$ cat src/rtl/iir_output_quantizer_pkg.sv
// Shared fixed-point format constants and status helpers for the IIR output/status blocks.
package iir_output_quantizer_pkg;

  localparam int unsigned WII_DEF  = 8;
  localparam int unsigned WFI_DEF  = 18;
  localparam int unsigned WIQ_DEF  = 3;
  localparam int unsigned WFQ_DEF  = 7;
  localparam int unsigned CNTW_DEF = 8;
  localparam int unsigned CNT_MAXW = 32;

  // Increment that sticks at max_val; counters narrower than CNT_MAXW are zero-extended by the caller.
  function automatic logic [CNT_MAXW-1:0] sat_inc(input logic [CNT_MAXW-1:0] val,
                                                  input logic [CNT_MAXW-1:0] max_val);
    sat_inc = (val == max_val) ? val : val + CNT_MAXW'(1);
  endfunction

endpackage

$ cat src/rtl/iir_sample_fifo.sv
// Synchronous show-ahead FIFO; head is presented on rd_data_o while non-empty, zero otherwise.
module iir_sample_fifo #(
  parameter int unsigned DEPTH = 4,
  parameter int unsigned W     = 10
) (
  input  logic         CLK,
  input  logic         RESET,
  input  logic         push_i,
  input  logic [W-1:0] push_data_i,
  input  logic         pop_i,
  output logic         full_o,
  output logic         empty_o,
  output logic [W-1:0] rd_data_o
);

  localparam int unsigned AW = $clog2(DEPTH);
  localparam int unsigned PW = AW + 1;

  logic [W-1:0]  mem_q [DEPTH];
  logic [PW-1:0] wr_q, wr_d;
  logic [PW-1:0] rd_q, rd_d;
  logic          wr_en, rd_en;

  assign empty_o   = (wr_q == rd_q);
  assign full_o    = (wr_q[AW] != rd_q[AW]) && (wr_q[AW-1:0] == rd_q[AW-1:0]);
  assign wr_en     = push_i & (~full_o | pop_i);
  assign rd_en     = pop_i & ~empty_o;
  assign rd_data_o = empty_o ? '0 : mem_q[rd_q[AW-1:0]];

  always_comb begin
    wr_d = wr_q + PW'(wr_en);
    rd_d = rd_q + PW'(rd_en);
  end

  always_ff @(posedge CLK) begin
    if (!RESET) begin
      wr_q <= '0;
      rd_q <= '0;
    end else begin
      wr_q <= wr_d;
      rd_q <= rd_d;
    end
  end

  // Storage needs no reset: the pointers alone decide what is visible.
  always_ff @(posedge CLK) begin
    if (wr_en) mem_q[wr_q[AW-1:0]] <= push_data_i;
  end

endmodule

$ cat src/rtl/iir_output_quantizer.sv
// Round/saturate stage behind the SOS IIR filter: captures on CE, quantizes to the narrow
// sample format, buffers in a show-ahead FIFO and keeps saturation/drop status.
module iir_output_quantizer
  import iir_output_quantizer_pkg::*;
#(
  parameter int unsigned WII   = WII_DEF,
  parameter int unsigned WFI   = WFI_DEF,
  parameter int unsigned WIQ   = WIQ_DEF,
  parameter int unsigned WFQ   = WFQ_DEF,
  parameter int unsigned DEPTH = 4,
  parameter int unsigned CNTW  = CNTW_DEF
) (
  input  logic                 CLK,
  input  logic                 RESET,
  input  logic                 CE,
  input  logic [WII+WFI-1:0]   Y_IN,
  input  logic                 OVF_IN,
  output logic [WIQ+WFQ-1:0]   DOUT,
  output logic                 DOUT_VALID,
  input  logic                 DOUT_READY,
  output logic                 SAT_STICKY,
  output logic                 DROP_STICKY,
  output logic [CNTW-1:0]      SAT_CNT,
  output logic [CNTW-1:0]      DROP_CNT,
  input  logic                 CLR_STATUS
);

  localparam int unsigned WY = WII + WFI;
  localparam int unsigned WQ = WIQ + WFQ;
  localparam int unsigned SH = WFI - WFQ;
  localparam int unsigned RW = WY + 1 - SH;

  localparam logic signed [WY:0]   RND_HALF = (WY+1)'(2 ** (SH - 1));
  localparam logic signed [RW-1:0] QMAX_R   = RW'((2 ** (WQ - 1)) - 1);
  localparam logic signed [RW-1:0] QMIN_R   = ~QMAX_R;
  localparam logic [WQ-1:0]        QMAX_Q   = {1'b0, {(WQ-1){1'b1}}};
  localparam logic [WQ-1:0]        QMIN_Q   = {1'b1, {(WQ-1){1'b0}}};
  localparam logic [CNTW-1:0]      CNT_MAX  = '1;

  logic [WY-1:0]        s0_y_q;
  logic                 s0_ovf_q, s0_vld_q;
  logic signed [RW-1:0] s1_rnd_q, s1_rnd_d;
  logic                 s1_ovf_q, s1_vld_q;
  logic [WQ-1:0]        s2_dat_q, s2_dat_d;
  logic                 s2_sat_q, s2_sat_d, s2_vld_q;

  logic                 sat_sticky_q, sat_sticky_d;
  logic                 drop_sticky_q, drop_sticky_d;
  logic [CNTW-1:0]      sat_cnt_q, sat_cnt_d;
  logic [CNTW-1:0]      drop_cnt_q, drop_cnt_d;

  logic signed [WY:0]   rnd_sum;
  logic                 clamp_hi, clamp_lo;
  logic                 fifo_full, fifo_empty, pop, drop;

  // Round half up: add half an output LSB, then floor via arithmetic shift.
  always_comb begin
    rnd_sum  = $signed({s0_y_q[WY-1], s0_y_q}) + RND_HALF;
    s1_rnd_d = RW'(rnd_sum >>> SH);
    clamp_hi = (s1_rnd_q > QMAX_R);
    clamp_lo = (s1_rnd_q < QMIN_R);
    s2_dat_d = clamp_hi ? QMAX_Q : (clamp_lo ? QMIN_Q : s1_rnd_q[WQ-1:0]);
    s2_sat_d = clamp_hi | clamp_lo | s1_ovf_q;
  end

  always_ff @(posedge CLK) begin
    if (!RESET) begin
      s0_vld_q <= 1'b0;
      s1_vld_q <= 1'b0;
      s2_vld_q <= 1'b0;
      s0_y_q   <= '0;
      s0_ovf_q <= 1'b0;
      s1_rnd_q <= '0;
      s1_ovf_q <= 1'b0;
      s2_dat_q <= '0;
      s2_sat_q <= 1'b0;
    end else begin
      s0_vld_q <= CE;
      if (CE) begin
        s0_y_q   <= Y_IN;
        s0_ovf_q <= OVF_IN;
      end
      s1_vld_q <= s0_vld_q;
      s1_rnd_q <= s1_rnd_d;
      s1_ovf_q <= s0_ovf_q;
      s2_vld_q <= s1_vld_q;
      s2_dat_q <= s2_dat_d;
      s2_sat_q <= s2_sat_d;
    end
  end

  iir_sample_fifo #(
    .DEPTH (DEPTH),
    .W     (WQ)
  ) u_fifo (
    .CLK         (CLK),
    .RESET       (RESET),
    .push_i      (s2_vld_q),
    .push_data_i (s2_dat_q),
    .pop_i       (pop),
    .full_o      (fifo_full),
    .empty_o     (fifo_empty),
    .rd_data_o   (DOUT)
  );

  assign DOUT_VALID = ~fifo_empty;
  assign pop        = DOUT_VALID & DOUT_READY;
  // A pop in the same cycle frees the slot, so only an unrelieved full FIFO drops.
  assign drop       = s2_vld_q & fifo_full & ~pop;

  always_comb begin
    sat_sticky_d  = sat_sticky_q;
    drop_sticky_d = drop_sticky_q;
    sat_cnt_d     = sat_cnt_q;
    drop_cnt_d    = drop_cnt_q;
    if (CLR_STATUS) begin
      sat_sticky_d  = 1'b0;
      drop_sticky_d = 1'b0;
      sat_cnt_d     = '0;
      drop_cnt_d    = '0;
    end else begin
      if (s2_vld_q && s2_sat_q) begin
        sat_sticky_d = 1'b1;
        sat_cnt_d    = CNTW'(sat_inc(CNT_MAXW'(sat_cnt_q), CNT_MAXW'(CNT_MAX)));
      end
      if (drop) begin
        drop_sticky_d = 1'b1;
        drop_cnt_d    = CNTW'(sat_inc(CNT_MAXW'(drop_cnt_q), CNT_MAXW'(CNT_MAX)));
      end
    end
  end

  always_ff @(posedge CLK) begin
    if (!RESET) begin
      sat_sticky_q  <= 1'b0;
      drop_sticky_q <= 1'b0;
      sat_cnt_q     <= '0;
      drop_cnt_q    <= '0;
    end else begin
      sat_sticky_q  <= sat_sticky_d;
      drop_sticky_q <= drop_sticky_d;
      sat_cnt_q     <= sat_cnt_d;
      drop_cnt_q    <= drop_cnt_d;
    end
  end

  assign SAT_STICKY  = sat_sticky_q;
  assign DROP_STICKY = drop_sticky_q;
  assign SAT_CNT     = sat_cnt_q;
  assign DROP_CNT    = drop_cnt_q;

endmodule

$ cat config.mk
export PLATFORM = sky130hd
export DESIGN_NAME = iir_output_quantizer
export DESIGN_NICKNAME = d
export VERILOG_FILES = /design/src/rtl/iir_output_quantizer_pkg.sv /design/src/rtl/iir_sample_fifo.sv /design/src/rtl/iir_output_quantizer.sv
export SDC_FILE = /design/constraint.sdc
export NUM_CORES = 1
export LEC_CHECK = 0
export ABC_AREA = 1
export BUFFER_PORTS_ARGS = -buffer_cell sky130_fd_sc_hd__buf_4
export CORE_MARGIN = 2
export CORE_UTILIZATION = 50
export CTS_BUF_LIST = sky130_fd_sc_hd__clkbuf_8 sky130_fd_sc_hd__clkbuf_16
export CTS_CLUSTER_DIAMETER = 150
export DETAILED_ROUTE_END_ITERATION = 10
export GPL_ROUTABILITY_DRIVEN = 1
export PLACE_DENSITY = 0.77
export SLEW_MARGIN = 20
export SYNTH_ARGS = -nofsm -noshare
export SYNTH_HDL_FRONTEND = slang
export SYNTH_HIERARCHICAL = 1
export SYNTH_SLANG_ARGS = --single-unit
$ cat constraint.sdc
create_clock -name CLK -period 2.43 [get_ports CLK]
set_input_delay 0.3645 -clock CLK [delete_from_list [all_inputs] [get_ports CLK]]
set_output_delay 0.3645 -clock CLK [all_outputs]
set_load 0.01 [all_outputs]
* Word level (Yosys, flattened, before mapping) *
Memories as Yosys holds them, arrays and structs flattened. A register that Yosys moved wholly into a read port is not among the register bits.
Cells that the tools add are included.

storage, ports and cells
  flip-flop bits (word level) = 82
  memory bits (writable) = 40
  input port bits = 32
  output and inout port bits = 29
  memories = 1

memories
  name          words  bits a word  rd ports  clocked after memory_dff  wr ports  line                   text
  u_fifo.mem_q  4      10           1         1                         1         iir_sample_fifo.sv:19  logic [W-1:0] mem_q [DEPTH];

cells by class
  $add $sub $neg = 5
  magnitude comparators = 2
  equal/unequal tests = 5
  muxes and demuxes = 6
  bitwise logic cells = 14
  reduce and logical (&&, ||, !) cells = 6

operator list
  cell                                                                            count
  26-bit by 12-bit adder with 27-bit output, second input constant                1
  10-bit two-way mux                                                              2
  8-bit by 1-bit adder with 8-bit output, second input constant                   2
  8-bit equality test, second input constant                                      2
  16-bit by 10-bit > comparator with 1-bit output, second input constant          1
  16-bit by 10-bit less-than comparator with 1-bit output, second input constant  1
  9-bit two-way mux                                                               1
  3-bit by 1-bit adder with 3-bit output                                          2
  1-bit NOT                                                                       6
  1-bit bitwise AND                                                               5
  2-bit AND reduction                                                             2
  2-bit OR reduction                                                              2
  3-bit equality test                                                             1
  1-bit OR                                                                        3
  2-bit equality test                                                             1
  1-bit logical AND                                                               2
  1-bit two-way mux                                                               2
  2-bit two-way mux                                                               1
  1-bit inequality test                                                           1

* Longest topological paths before layout *
Gate-level depths: netlist of run 1.

  word-level depth = 7
  gate-level depth with buffers = 19
  depth with buffers taken out = 18

* Hierarchy *
Netlist of run 1, hierarchy kept.

by module, submodules not included
  module                times used  cells an instance  area each (um2)  seq. area each (um2)
  iir_output_quantizer  1           392                2892.8           1321.3
  iir_sample_fifo       1           175                1915.6           1321.3

* Worst setup path after synthesis of run 1 *
OpenSTA, ideal clock, no wires.

  kind = reg2reg
  from = register u_fifo.wr_q[1]
  to = memory u_fifo.mem_q[0][0] (enable)
  setup time = 0.376 ns
  data arrival time = 1.707 ns
  required time = 2.054 ns
  slack = 0.347 ns
  cell stages (with the launch flop) = 14
  clock period less this slack = 2.083 ns
  cells stage by stage = dfxtp_1 inv_1 nand2_1 nand2_1 nand3_2 buf_6 inv_1 inv_2 nand2_1 inv_1 inv_1 nand4_1 nand2_1 nor2_1

on the way
  cells in the longest elaborated chain, start to end = 7
  elaborated cells between the ends (all ways) = 10

ends and longest elaborated chain
  item                                     line                         text
  start: declaration                       iir_sample_fifo.sv:20        logic [PW-1:0] wr_q, wr_d;
  start signal: assignment                 iir_sample_fifo.sv:40        wr_q <= wr_d;
  3-bit equality test                      iir_sample_fifo.sv:24        assign empty_o = (wr_q == rd_q);
  named net fifo_empty                     iir_output_quantizer.sv:54   logic fifo_full, fifo_empty, pop, drop;
  1-bit NOT                                iir_output_quantizer.sv:106  assign DOUT_VALID = ~fifo_empty;
  named net DOUT_VALID                     iir_output_quantizer.sv:19   output logic DOUT_VALID,
  1-bit bitwise AND                        iir_output_quantizer.sv:107  assign pop = DOUT_VALID & DOUT_READY;
  named net pop                            iir_output_quantizer.sv:54
  1-bit OR                                 iir_sample_fifo.sv:26        assign wr_en = push_i & (~full_o | pop_i);
  1-bit bitwise AND                        iir_sample_fifo.sv:26
  1-bit two-way mux                        iir_sample_fifo.sv:47        if (wr_en) mem_q[wr_q[AW-1:0]] <= push_data_i;
  1-bit two-way mux (not written as such)  iir_sample_fifo.sv:47
  end: declaration                         iir_sample_fifo.sv:19

The timed path passes the listed nets, and every way through them passes these cells.

* Worst setup path in the final report of run 1 *
  from = register u_fifo.rd_q[1]
  to = register u_fifo.wr_q[1]

on the way
  cells in the longest elaborated chain, start to end = 6
  elaborated cells between the ends (all ways) = 9

ends and longest elaborated chain
  item                                    line                         text
  start: declaration                      iir_sample_fifo.sv:21        logic [PW-1:0] rd_q, rd_d;
  start signal: assignment                iir_sample_fifo.sv:41        rd_q <= rd_d;
  3-bit equality test                     iir_sample_fifo.sv:24
  named net fifo_empty                    iir_output_quantizer.sv:54
  1-bit NOT                               iir_output_quantizer.sv:106
  1-bit bitwise AND                       iir_output_quantizer.sv:107
  named net pop                           iir_output_quantizer.sv:54
  1-bit OR                                iir_sample_fifo.sv:26
  1-bit bitwise AND                       iir_sample_fifo.sv:26
  3-bit by 1-bit adder with 3-bit output  iir_sample_fifo.sv:31        wr_d = wr_q + PW'(wr_en);
  named net u_fifo.wr_d[1]                iir_sample_fifo.sv:20

The timed path passes the listed nets, and every way through them passes these cells.
A chain may end at the register's enable or synchronous reset.

==> metrics.cfg, run 1 <==
[status]
status = finished, final reports clean

[synth]
netlist_instances = 567
synthDistinctLibCells = 30
synth_seq_area_share_pct = 55.0
synth-async-reset-ratio_pct = 0
ys.flop_type = dfxtp_1
syn_nets = 606
yosys_warnings = 6
synth_edf_count = 40
avgSynthCellArea_um2 = 8.48
synth_seq_cells = 112
synth_area_um2 = 4810

[clock_tree]
cts_tree = done
hold_buffers = 0
clkLatencyLatePin_ns = 0.37
post_cts_buffers = 0
cts_buffer_depth = 2
cts_resized = 0
clk_pin_slew_ns = 0.10
h-tree-depth = 3
cts_buffers = 9
cts.sinks = 112
clockRootBuffer = clkbuf_8

[grt]
grt_use_total_pct = 18.0
antenna_found_initial = 0
grt_pass1_vias = 3379
grt-ovfl-total = 0
grt_pass1_wl_um = 14800
grt_max_degree = 41

[placed_design]
pre_cts_slack_ns = 0.255
port_buffers = 50
gp_congestion = 0.857
dp_hpwl_um = 6330

[finish]
nets = 659
drive_above_1_share_pct = 17.1
multiInputGateArea_um2 = 1800
nFillCells = 830
areaGrowthSynthToFinish_pct = 15.0
diodes = 0
seq_area_um2 = 2640

[critical_path]
crit_slowest_cell = dfxtp_1
path_cells = nand2_1 -> nand2_1 -> nand3_2 -> inv_1 -> inv_2 -> nand2_1 -> inv_1 -> inv_1 -> nand4_1 -> nand2_1 -> inv_1 -> ha_1 -> ha_1 -> nand2_1 -> inv_1
crit_path_start_kind = flop
cp_data_required_time_ns = 2.70
crit_type = flop to flop
crit_arrival_ns = 2.50
cp_max_fo = 13
cpPeakStageDelay_ns = 0.61
worst_setup_path_end_kind = flop

[sta]
rsz0062_at_grt = false
fin_skew_ns = 0.0153
final.setup.tns_ns = 0
fin_ws_ns = 0.203
tightest_slew_ns = 0.636
maxSlewHeadroom_pct = 57.5
finalSetupViolations = 0
period_share_pct = 91.6
drv_slew = 0
hold_viol = 0
period_needed_ns = 2.23
fmax_ghz = 0.449

[hold_path]
min_path_type = input pin to flop

[pwr]
sw_frac_of_total_pct = 25.1
power_density_nw_per_um2 = 603
sequentialPowerShare_pct = 61.8
max-vdd-ir-drop_uv = 283
power.switching_uw = 837
power.internal_mw = 2.50
combPwrFrac_pct = 5.5
clockPowerShare_pct = 32.7
leakage_nw = 2.42

[floorplanning]
die_x_um = 102
initial_core_util_pct = 51.8
die_h_um = 102
io_pins = 61
fp-row-count = 35
core_um2 = 9280
dieArea_um2 = 10400

[routing]
num_vias = 3694
wire_per_inst_um = 11.8
drt_iter0_markers = 123
wl_um = 8880
drc = 0
firstDrtPassIters = 5
via_per_inst = 4.90
ant_nets = 0

[run]
drv_cap = 0

-- cell usage after synthesis, types with 7 or more instances --
library cell | count | area (µm²)
nand3_1 | 21 | 105
ha_1 | 7 | 87.6
o22ai_1 | 11 | 68.8
nand4_1 | 13 | 81.3
nor2_1 | 104 | 390
o21ai_0 | 42 | 210
nand2_1 | 107 | 402
a21oi_1 | 23 | 115
inv_1 | 71 | 267
dfxtp_1 | 72 | 1440
edfxtp_1 | 40 | 1200
buf_2 | 7 | 35.0
-- path summary, 6_finish.rpt --
| path | from | end | slack (ns) | depth (start not counted) |
|---|---|---|---|---|
| min reg2reg | s0_vld_q$_SDFF_PN0_ | s1_vld_q$_SDFF_PN0_ | 0.41 | 2 |
| max | u_fifo/rd_q[1]$_SDFF_PN0_ | u_fifo/wr_q[1]$_SDFF_PN0_ | 0.20 | 15 |
| min | Y_IN[25] | s0_y_q[25]$_SDFFE_PN0P_ | 0.19 | 3 |
| max reg2reg | u_fifo/rd_q[1]$_SDFF_PN0_ | u_fifo/wr_q[1]$_SDFF_PN0_ | 0.20 | 15 |
-- worst max-delay path: cells and delay by family (launching register included) --
family	cells	cell delay [ns]
flops	1	0.61
simple gates	7	0.72
fa+ha+maj	2	0.45
buf+inv	6	0.35
-- layout make-up --
cell class / instances / area share, %
Multi-Input combinational cell: 365 / 32.5
Clock inverter: 7 / 1.56
Tap cell: 129 / 2.92
Sequential cell: 112 / 47.8
Timing Repair Buffer: 57 / 7.74
Timing Repair inverter: 1 / 0.136
Inverter: 74 / 5.09
Clock buffer: 9 / 2.24
-- layer usage --
metal  track usage [%]  vias up  part of all wire, %
met1              23.6     1650                   46
li1                  -     1938                    -
met4              7.18        0                  2.0
met3              3.56       14                  4.7
met5                 0        -                    0
met2              29.6       92                   47
-- layout by cell type, fill, tap and decap left out, types with 3 or more instances in the layout --
master	count
nor2_2	5
nand2_4	5
edfxtp_1	40
o22ai_1	11
nand2_2	4
nand4_1	13
nand3_2	4
clkbuf_8	9
nand3_1	21
dfxtp_1	72
ha_1	7
clkinv_8	3
buf_4	57
clkinvlp_4	4
nor2_4	5
xor2_1	3
inv_1	70
o21ai_0	42
nand2_1	107
nor2_1	104
a21oi_1	23
-- cell families after synthesis --
group / share of synthesized area [%]
xor+xnor: 0.911
fa+ha+maj: 1.82
buf+inv: 7.62
compound gates: 9.26
flops: 55.0
simple gates: 25.4
-- power groups by stage --
stage | Combinational [mW] | Sequential (mW) | Clock (mW)
2_1_floorplan | 0.125 | 2.09 | 0
3_3_place_gp | 0.179 | 2.10 | 0
3_5_place_dp | 0.184 | 2.10 | 0
4_1_cts | 0.185 | 2.06 | 1.12
5_1_grt | 0.211 | 2.07 | 1.20
6_report | 0.184 | 2.06 | 1.09
-- stage by stage --
step                total power, mW  area (µm²)  util [%]  cells  hold WS, ns
detailed placement             2.29        5310      57.2    737        0.402
floorplan                      2.21        4810         -    567        0.390
global placement               2.28        5310      57.2    737        0.394
CTS                            3.36        5520      59.4    753        0.182
finish                         3.34        5530      59.6    754        0.195
global route                   3.48        5530      59.6    754        0.194
-- sequential cells by signal, indices dropped and copies added, names as in the netlist --
signal and count:
u_fifo/rd_q 3, DROP_CNT 8, s2_sat_q 1, u_fifo/wr_q 3
s0_y_q 16, u_fifo/mem_q 40, s2_vld_q 1, s1_vld_q 1
DROP_STICKY 1, s1_ovf_q 1, s0_ovf_q 1, SAT_STICKY 1
SAT_CNT 8, s2_dat_q 10, s0_vld_q 1, s1_rnd_q 16
(Power assumes the default switching activity.)
==> run 2: changes to the inputs <==
==> constraint.sdc (replaced) <==
create_clock -name CLK -period 2.4 [get_ports CLK]
set_input_delay 0.36 -clock CLK [delete_from_list [all_inputs] [get_ports CLK]]
set_output_delay 0.36 -clock CLK [all_outputs]
set_load 0.01 [all_outputs]
==> run 2 against run 1 <==
  * Combinational power barely moved
  * Clock power rose by 4%
  * Sequential power barely moved
  * Critical path type is now flop to output pin
  * Flip-flop and latch count unchanged
  * Final cell count increased by 0.27%
  * Utilization rose by 0.22 points
==> metrics.cfg, run 2 (synthesis gave the netlist of run 1 again) <==
[pwr]
leakage_nw = 2.44
power_density_nw_per_um2 = 612
max-vdd-ir-drop_uv = 306
finalPower_mw = 3.40

[routing]
drc = 0
wire_per_inst_um = 11.9
ant_nets = 0
num_vias = 3741
firstDrtPassIters = 4
wl_um = 9020
via_per_inst = 4.95
drt_iter0_markers = 117

[sta]
fin_skew_ns = 0.0192
drv_slew = 0
hold_viol = 0
whs_ns = 0.193
finalSetupViolations = 0
period_share_pct = 92.6
period_needed_ns = 2.22
maxSlewHeadroom_pct = 57.7
tightest_slew_ns = 0.634
final.setup.tns_ns = 0
fin_ws_ns = 0.178
rsz0062_at_grt = false
fmax_ghz = 0.450

[clock_tree]
clk_pin_slew_ns = 0.11
clkLatencyLatePin_ns = 0.38
cts_buffer_depth = 2
clockRootBuffer = clkbuf_8
post_cts_buffers = 0
h-tree-depth = 3
cts_tree = done
cts.sinks = 112
cts_buffers = 9

[placed_design]
port_buffers = 50
dp_hpwl_um = 6330
pre_cts_slack_ns = 0.413
gp_congestion = 0.880

[finish]
nets = 661
final_cell_mix = nand2_1 (107), nor2_1 (104), dfxtp_1 (72)
drive_above_1_share_pct = 17.4
diodes = 0
final_common_cell = nand2_1
largest_register_ff_count = 40
areaGrowthSynthToFinish_pct = 15.4
nFillCells = 812
final_core_util_pct = 59.8

[critical_path]
r2r-start = u_fifo/wr_q[0]$_SDFF_PN0_
crit_arrival_ns = 1.86
cp_data_required_time_ns = 2.04
rr_worst_depth = 14
rrSetupSlack_ns = 0.38
crit_path_start_kind = flop
crit_type = flop to output pin
worst_setup_path_end_kind = output pin
cp_max_fo = 23
timing.rr.end = u_fifo/wr_q[1]$_SDFF_PN0_

[run]
drv_cap = 0

[floorplanning]
io_pins = 61
die_h_um = 102
initial_core_util_pct = 51.8
fp-row-count = 35
dieArea_um2 = 10400
core_um2 = 9280
die_x_um = 102

[status]
status = finished, final reports clean

[grt]
grt_use_met2_pct = 29.9
grt_pass1_vias = 3333
grt_pass1_wl_um = 14900
grt_max_degree = 41
grt_use_total_pct = 18.0
antenna_found_initial = 0
grt_use_met3_pct = 2.74
grt-ovfl-total = 0
met1_usage_pct = 23.2
grt-busiest-layer = met2

[hold_path]
worstHoldEndpoint = s0_y_q[25]$_SDFFE_PN0P_
min_from = Y_IN[25]
min_path_type = input pin to flop
hold_depth = 3

run 2: cell count changes in the layout (fill, tap and decap cells not counted):
cell	delta
buf_4	+2
clkinvlp_4	-2
inv_6	+2
inv_8	-2
clkinv_4	+1
clkinv_8	+1
run 2: stage by stage:
step	cell area (µm²)	std cells
after floorplan	4810	567
after global placement	5320	739
after detailed placement	5320	739
after CTS	5540	755
after global routing	5550	756
final	5550	756
run 2: layout make-up:
type / count / area [µm²] / area share (%)
clock buffer: 9 / 124 / 2.23
sequential: 112 / 2640 / 47.6
multi-input combinational: 365 / 1800 / 32.4
timing repair buffer: 59 / 443 / 7.98
timing repair inverter: 1 / 7.51 / 0.135
inverter: 74 / 282 / 5.07
clock inverter: 7 / 91.3 / 1.65
tap: 129 / 161 / 2.91
run 2: critical path, stage by stage, from the launching register on:
cell	delay, ns
dfxtp_1	0.38
buf_4	0.28
clkinvlp_4	0.25
o21ai_0	0.21
o22ai_1	0.10
nand2_1	0.09
inv_1	0.04
buf_4	0.13
run 2: routing by layer:
layer / share of wire [%] / wire [µm] / vias to the layer above
met5: 0 / 0 / -
met4: 2.3 / 203 / 0
met3: 3.7 / 337 / 17
met2: 49 / 4380 / 86
met1: 45 / 4100 / 1697
li1: - / - / 1941
run 2: report_power, final:
| part | leakage (nW) | internal [mW] | total (mW) | switching [mW] |
|---|---|---|---|---|
| clock network | 0.105 | 0.422 | 1.13 | 0.703 |
| logic | 1.37 | 0.0767 | 0.187 | 0.110 |
| registers | 0.959 | 2.04 | 2.09 | 0.0494 |
| total | 2.44 | 2.54 | 3.40 | 0.863 |
run 2: what timing repair did:
item | in CTS | in global routing
endpoints found under the setup margin | 0 | 4
resized for setup | 0 | 2
endpoints found under the hold margin | 0 | 0
hold buffers | 0 | 0
run 2: worst max-delay path by stage:
| stage | endpoint | startpoint | slack (ns) | cells past startpoint |
|---|---|---|---|---|
| final | DOUT[8] | u_fifo/rd_q[0]$_SDFF_PN0_ | 0.18 | 7 |
| after global routing | DOUT[8] | u_fifo/rd_q[0]$_SDFF_PN0_ | 0.006 | 7 |
| after CTS | DOUT[8] | u_fifo/rd_q[0]$_SDFF_PN0_ | 0.09 | 7 |
| after detailed placement | u_fifo/wr_q[1]$_SDFF_PN0_ | u_fifo/wr_q[0]$_SDFF_PN0_ | 0.41 | 14 |
| after global placement | u_fifo/wr_q[1]$_SDFF_PN0_ | u_fifo/rd_q[1]$_SDFF_PN0_ | 0.48 | 15 |
| after floorplan | u_fifo/mem_q[0][0]$_DFFE_PP_ | u_fifo/wr_q[1]$_SDFF_PN0_ | 0.32 | 13 |
